`src/rtl/regfile_shift_capture.sv`:
```
// rtl/regfile_shift_capture.sv - serial-to-parallel receiver with double-buffered valid/ready word output
module regfile_shift_capture #(
    parameter int DATA_WIDTH = 192,
    parameter int CNT_WIDTH  = 8
) (
    input  logic                  clk,
    input  logic                  rst,
    input  logic                  en,
    input  logic                  shift_in,
    output logic [DATA_WIDTH-1:0] data_out,
    output logic                  data_valid,
    input  logic                  data_ready,
    output logic [CNT_WIDTH-1:0]  bit_cnt,
    output logic                  overrun,
    input  logic                  clr_overrun
);

    typedef enum logic {
        EMPTY = 1'b0,
        FULL  = 1'b1
    } buf_state_e;

    localparam logic [CNT_WIDTH-1:0] LAST_BIT = CNT_WIDTH'(DATA_WIDTH - 1);

    buf_state_e            state_q, state_d;
    logic [DATA_WIDTH-1:0] shift_q, shift_d;
    logic [DATA_WIDTH-1:0] out_q, out_d;
    logic [CNT_WIDTH-1:0]  cnt_q, cnt_d;
    logic                  ovr_q, ovr_d;
    logic [DATA_WIDTH-1:0] word;
    logic                  wc;

    always_ff @(posedge clk) begin
        if (rst) begin
            state_q <= EMPTY;
            shift_q <= '0;
            out_q   <= '0;
            cnt_q   <= '0;
            ovr_q   <= 1'b0;
        end else begin
            state_q <= state_d;
            shift_q <= shift_d;
            out_q   <= out_d;
            cnt_q   <= cnt_d;
            ovr_q   <= ovr_d;
        end
    end

    always_comb begin
        shift_d = shift_q;
        cnt_d   = cnt_q;
        wc      = 1'b0;
        word    = {shift_q[DATA_WIDTH-2:0], shift_in};
        if (en) begin
            shift_d = word;
            if (cnt_q == LAST_BIT) begin
                wc    = 1'b1;
                cnt_d = '0;
            end else begin
                cnt_d = cnt_q + 1'b1;
            end
        end
    end

    // A drop sets overrun after the clear is applied, so a same-cycle set wins.
    always_comb begin
        state_d = state_q;
        out_d   = out_q;
        ovr_d   = ovr_q;
        if (clr_overrun) begin
            ovr_d = 1'b0;
        end
        case (state_q)
            EMPTY: begin
                if (wc) begin
                    out_d   = word;
                    state_d = FULL;
                end
            end
            FULL: begin
                if (wc) begin
                    if (data_ready) begin
                        out_d = word;
                    end else begin
                        ovr_d = 1'b1;
                    end
                end else if (data_ready) begin
                    state_d = EMPTY;
                end
            end
            default: state_d = EMPTY;
        endcase
    end

    assign data_out   = out_q;
    assign data_valid = (state_q == FULL);
    assign bit_cnt    = cnt_q;
    assign overrun    = ovr_q;

endmodule

```
`config.mk`:
```
export PLATFORM = sky130hd
export DESIGN_NAME = regfile_shift_capture
export DESIGN_NICKNAME = d
export VERILOG_FILES = /design/src/rtl/regfile_shift_capture.sv
export SDC_FILE = /design/constraint.sdc
export NUM_CORES = 1
export LEC_CHECK = 0
export CORE_UTILIZATION = 30
export CTS_BUF_LIST = sky130_fd_sc_hd__clkbuf_8
export DETAILED_ROUTE_END_ITERATION = 12
export SKIP_CTS_REPAIR_TIMING = 1
export SYNTH_ARGS = -nofsm -noshare
export SYNTH_HDL_FRONTEND = slang
export SYNTH_SLANG_ARGS = --single-unit
```
`constraint.sdc`:
```
create_clock -name clk -period 1.85 [get_ports clk]
set_input_delay 0.37 -clock clk [delete_from_list [all_inputs] [get_ports clk]]
set_output_delay 0.37 -clock clk [all_outputs]
set_load 0.005 [all_outputs]
```
Word-level counts from Yosys, hierarchy flattened
Cells that the tools add are included.
- bits in registers: 393
- latch bits: 0
- bits in writable memories: 0
- memory bits (read-only): 0
- input bits: 6
- output and inout port bits: 202
- memories: 0
- add/sub/neg operators: 1
- multiply operators: 0
- div/mod/pow operators: 0
- $lt $le $gt $ge: 0
- equal/unequal tests: 4
- shift operators: 0
- mux-type cells: 15
- bitwise logic cells: 1
- reduce and logical (&&, ||, !) cells: 1
- operators by type and width (operator ; count):
    2-to-1 mux 192 bit ; 3
    case mux 192 bit (2 select lines) ; 1
    2-to-1 mux 1 bit ; 9
    adder 8 x 1 -> 8 bit, second input constant ; 1
    equality test 8 bit, second input constant ; 1
    2-to-1 mux 8 bit ; 1
    != test 2 bit, second input constant ; 2
    AND reduction 3 bit ; 1
    != test 2 x 1 -> 1 bit, second input constant ; 1
    case mux 1 bit (2 select lines) ; 1
    inverter 1 bit ; 1

Logic depth before layout (Yosys ltp)
Gate-level depths: netlist (run 1).
- depth in word-level cells: 5
- gate-level depth with buffers: 7
- mapped depth without buffers: 4

Worst setup path before layout (run 1)
No wires, ideal clock.
- kind: reg-to-reg
- start: register cnt_q[0], in the netlist bit_cnt[0]
- end: register out_q[100], in the netlist data_out[100]
- data arrival time: 1.399 ns
- data required time: 1.718 ns
- path slack: 0.319 ns
- stages on the path, launching flop included: 7
- path buffers: 2
- clock period less this slack: 1.531 ns
- cells stage by stage: dfxtp_1 ha_1 nand4_2 clkbuf_1 buf_2 o31ai_1 a21oi_1
- longest elaborated chain between the ends: 5
- elaborated cells between the ends (all ways): 6
- RTL lines (element ; line ; source):
    from (decl) ; 28 ; logic [CNT_WIDTH-1:0] cnt_q, cnt_d;
    from (signal assigned) ; 44 ; cnt_q <= cnt_d;
    equality test 8 bit * ; 56 ; if (cnt_q == LAST_BIT) begin
    2-to-1 mux 1 bit * ; 56 ;
    2-to-1 mux 1 bit * ; 54 ; if (en) begin
    != test 2 bit (no source line) or != test 2 x 1 -> 1 bit (tied branches) ; -- ;
    AND reduction 3 bit (no source line) * ; -- ;
    to (signal assigned) ; 43 ; out_q <= out_d;
    to (decl) ; 27 ; logic [DATA_WIDTH-1:0] out_q, out_d;
Every way passes the cells marked *; elsewhere a longest branch is shown, timed or not.
A chain may end at the register's enable or synchronous reset.

Worst setup path in the final report (run 1)
- start: register out_q[24], in the netlist data_out[24]
- end: output port data_out[24]
- RTL lines (element ; line ; source):
    to (decl) ; 10 ; output logic [DATA_WIDTH-1:0] data_out,
No word-level cell between the ends.

==> run metrics, run 1 <==
antenna-violating nets left 0; clk slew on worst S/H paths 0.06 ns; num ports 208; first-pass GRT wire length about 67000 microns; Post-Route Skew 0.0322 ns; outcome finished clean; die area slightly above 50000 sq um; PD cells 839 nW/um^2; clock tree buffer depth 3; YS warnings 0; CTS Root Cell clkbuf_8; Cell Area, Synth ~15000 sq um; CP Cell Sequence clkdlybuf4s50_1; Design Power 17000 uW; RSZ-0062 raised after global routing no; wire per inst 17.4 microns; die width approximately 230 microns; CP endpoint kind output port; Post-Syn Instances 1586; DR iter-0 viols 782; DRT Pass-1 Iters 5; vias in the first global route between 10000 and 15000; Final Slew Violations 0; delay-heaviest family, CP buffers and inverters; worst-path fanout max 2; P&R area growth vs syn 32.8%; biggest cell delay along the critical path 0.49 ns; crit path launch data_out[24]$_SDFFE_PP0P_; ratio of routed vias to standard cells ~5.2; layout cell share with drive strength beyond 1 12.9%; Worst setup SP type flip-flop; Req. time, crit path 1.48 ns; CTS tree yes; top cells by area, synth dfxtp_1 52%, mux2i_1 13%, o31ai_1 9.5%; Synth Net Count 1593; Final Cycle Share slightly below 100%; port bufs 207; RePlAce Congestion 0.787; post-synthesis cell type count 29; largest net degree at the start of global routing ~100; Tot GR Track Use 15.9%; hold_ws between 0.07 and 0.08 ns; worst path bufs/invs 1; top cell type by total area after synthesis dfxtp_1; Final nets 1742; WS Path Type flip-flop to output port; Avg Inst Size Synth ~9.6 sq um; Inserted Clock Buffers 72; H-tree Lvls 3; detailed placer's ending HPWL 25300 microns; final hold viol count 0; initial antenna violation count 0; total congestion overflow 0; Initial Utilization between 30% and 40%; Final Util between 40 and 50%; vias post-DR about 13000; max-cap violation count 0; Max VDD drop roughly 480 uV; Clock Latency Late Sink 0.64 ns; maximum clock rate around 560 MHz; DRC Markers 0; endpoints failing setup 0; number of diodes 0; top-area cell type share of the netlist area 51.6%; worst hold start rst; row count 82; Yosys reg bits a little under 400; die height 227 microns; Least-Margin Pin Slew 0.645 ns; Leak 0.0107 uW; core area roughly 50000 sq um; crit path DAT 1.42 ns; Slew headroom a little under three fifths; crit path time final around 1.8 ns; Seq/Total Area, Yosys about half; Sink Count 393; Reg2Reg Launch Point bit_cnt[1]$_SDFFE_PP0P_; HP Class primary input to flip-flop; DRT Wirelength around 43000 microns; CP max-delay cell clkdlybuf4s50_1
area by class of cell:
cell class / instances / area [sq um]
sequential: 393 / 7960
fill: 4837 / 29900
timing repair buffer: 270 / 3530
tap: 672 / 841
multi-input combinational: 998 / 6520
clock buffer: 83 / 1140
clock inverter: 37 / 245
metal layers:
metal,part of all wire (%),wire length (microns),track usage (%)
met2,42,17900,22.3
met3,8.1,3460,4.58
met5,0,0,0
met1,48,20500,23.1
met4,1.5,626,5.11
placed cells by master, fill, tap and decap left out, types with 4 or more instances in the layout:
cell / n
a21oi_1: 195
buf_12: 38
buf_4: 25
clkbuf_8: 83
clkdlybuf4s50_1: 4
clkinv_2: 7
clkinvlp_4: 5
dfxtp_1: 333
dfxtp_2: 53
dfxtp_4: 7
dlymetal6s2s_1: 201
inv_1: 22
mux2i_1: 192
nand2_1: 4
nand4_1: 193
nor2_1: 197
nor3_1: 4
o31ai_1: 193
worst paths after layout:
path / to / slack [ns] / cells after the start
worst max-delay path: data_out[24] / 0.06 / 1
worst min-delay path: shift_q[4]$_SDFFE_PP0P_ / 0.07 / 2
worst max register to register: data_out[61]$_SDFFE_PP0P_ / 0.19 / 6
worst min register to register: data_out[10]$_SDFFE_PP0P_ / 0.46 / 2
cells by family (layout without fill, tap and decap cells):
family,Yosys count,after routing,synth area share (%)
fa+ha+maj,1,1,0.0820
buf+inv,195,390,5.85
simple gates,410,410,13.6
flops,393,393,51.6
mux,192,192,12.6
xor+xnor,4,4,0.230
compound gates,391,391,16.0
through the flow:
| stage | instances | area, sq um | TNS [ns] | setup slack (ns) |
|---|---|---|---|---|
| after floorplan | 1586 | 15200 | 0 | 0.319 |
| final | 2453 | 20200 | 0 | 0.0564 |
| after global routing | 2453 | 20200 | 0 | 0.00480 |
| after global placement | 2331 | 18200 | 0 | 0.0367 |
| after CTS | 2451 | 19600 | -14.62 | -0.247 |
| after detailed placement | 2331 | 18200 | -0.0174 | -0.0108 |
flip-flops by register name, indices dropped and copies added (netlist names):
register    count
data_out      192
shift_q       191
bit_cnt         8
data_valid      1
overrun         1
cells in the mapped netlist:
library cell and count:
xor2_1 2, nand2_1 4, a211oi_1 1, buf_2 68, o21ai_0 2, nand4_1 193, buf_6 1, o31ai_1 193
dfxtp_1 393, and4b_1 1, nor2_1 197, and4_1 1, nor2b_1 1, clkbuf_4 1, buf_4 17, ha_1 1
buf_1 11, nor3_1 4, nand4_2 1, or4b_1 1, nand3_1 1, nand2b_1 3, a21oi_1 195, xnor2_1 2
or3_1 1, or4_1 1, nand4b_1 1, clkbuf_1 97, mux2i_1 192
report_power, final:
group | total, uW | internal [uW] | switching, uW
Combinational | 405 | 145 | 261
Clock | 8100 | 4480 | 3620
Sequential | 8470 | 8460 | 6.60
Total | 17000 | 13100 | 3880
(Power assumes the default switching activity.)
==> inputs of run 2 (changes only) <==
--- a/config.mk
+++ b/config.mk
@@ -8,6 +8,7 @@
 export CORE_UTILIZATION = 30
 export CTS_BUF_LIST = sky130_fd_sc_hd__clkbuf_8
 export DETAILED_ROUTE_END_ITERATION = 12
+export HOLD_SLACK_MARGIN = 0.05
 export SKIP_CTS_REPAIR_TIMING = 1
 export SYNTH_ARGS = -nofsm -noshare
 export SYNTH_HDL_FRONTEND = slang
==> results of run 2 <==
Final layout, timing and power as in run 1 (identical DEF).
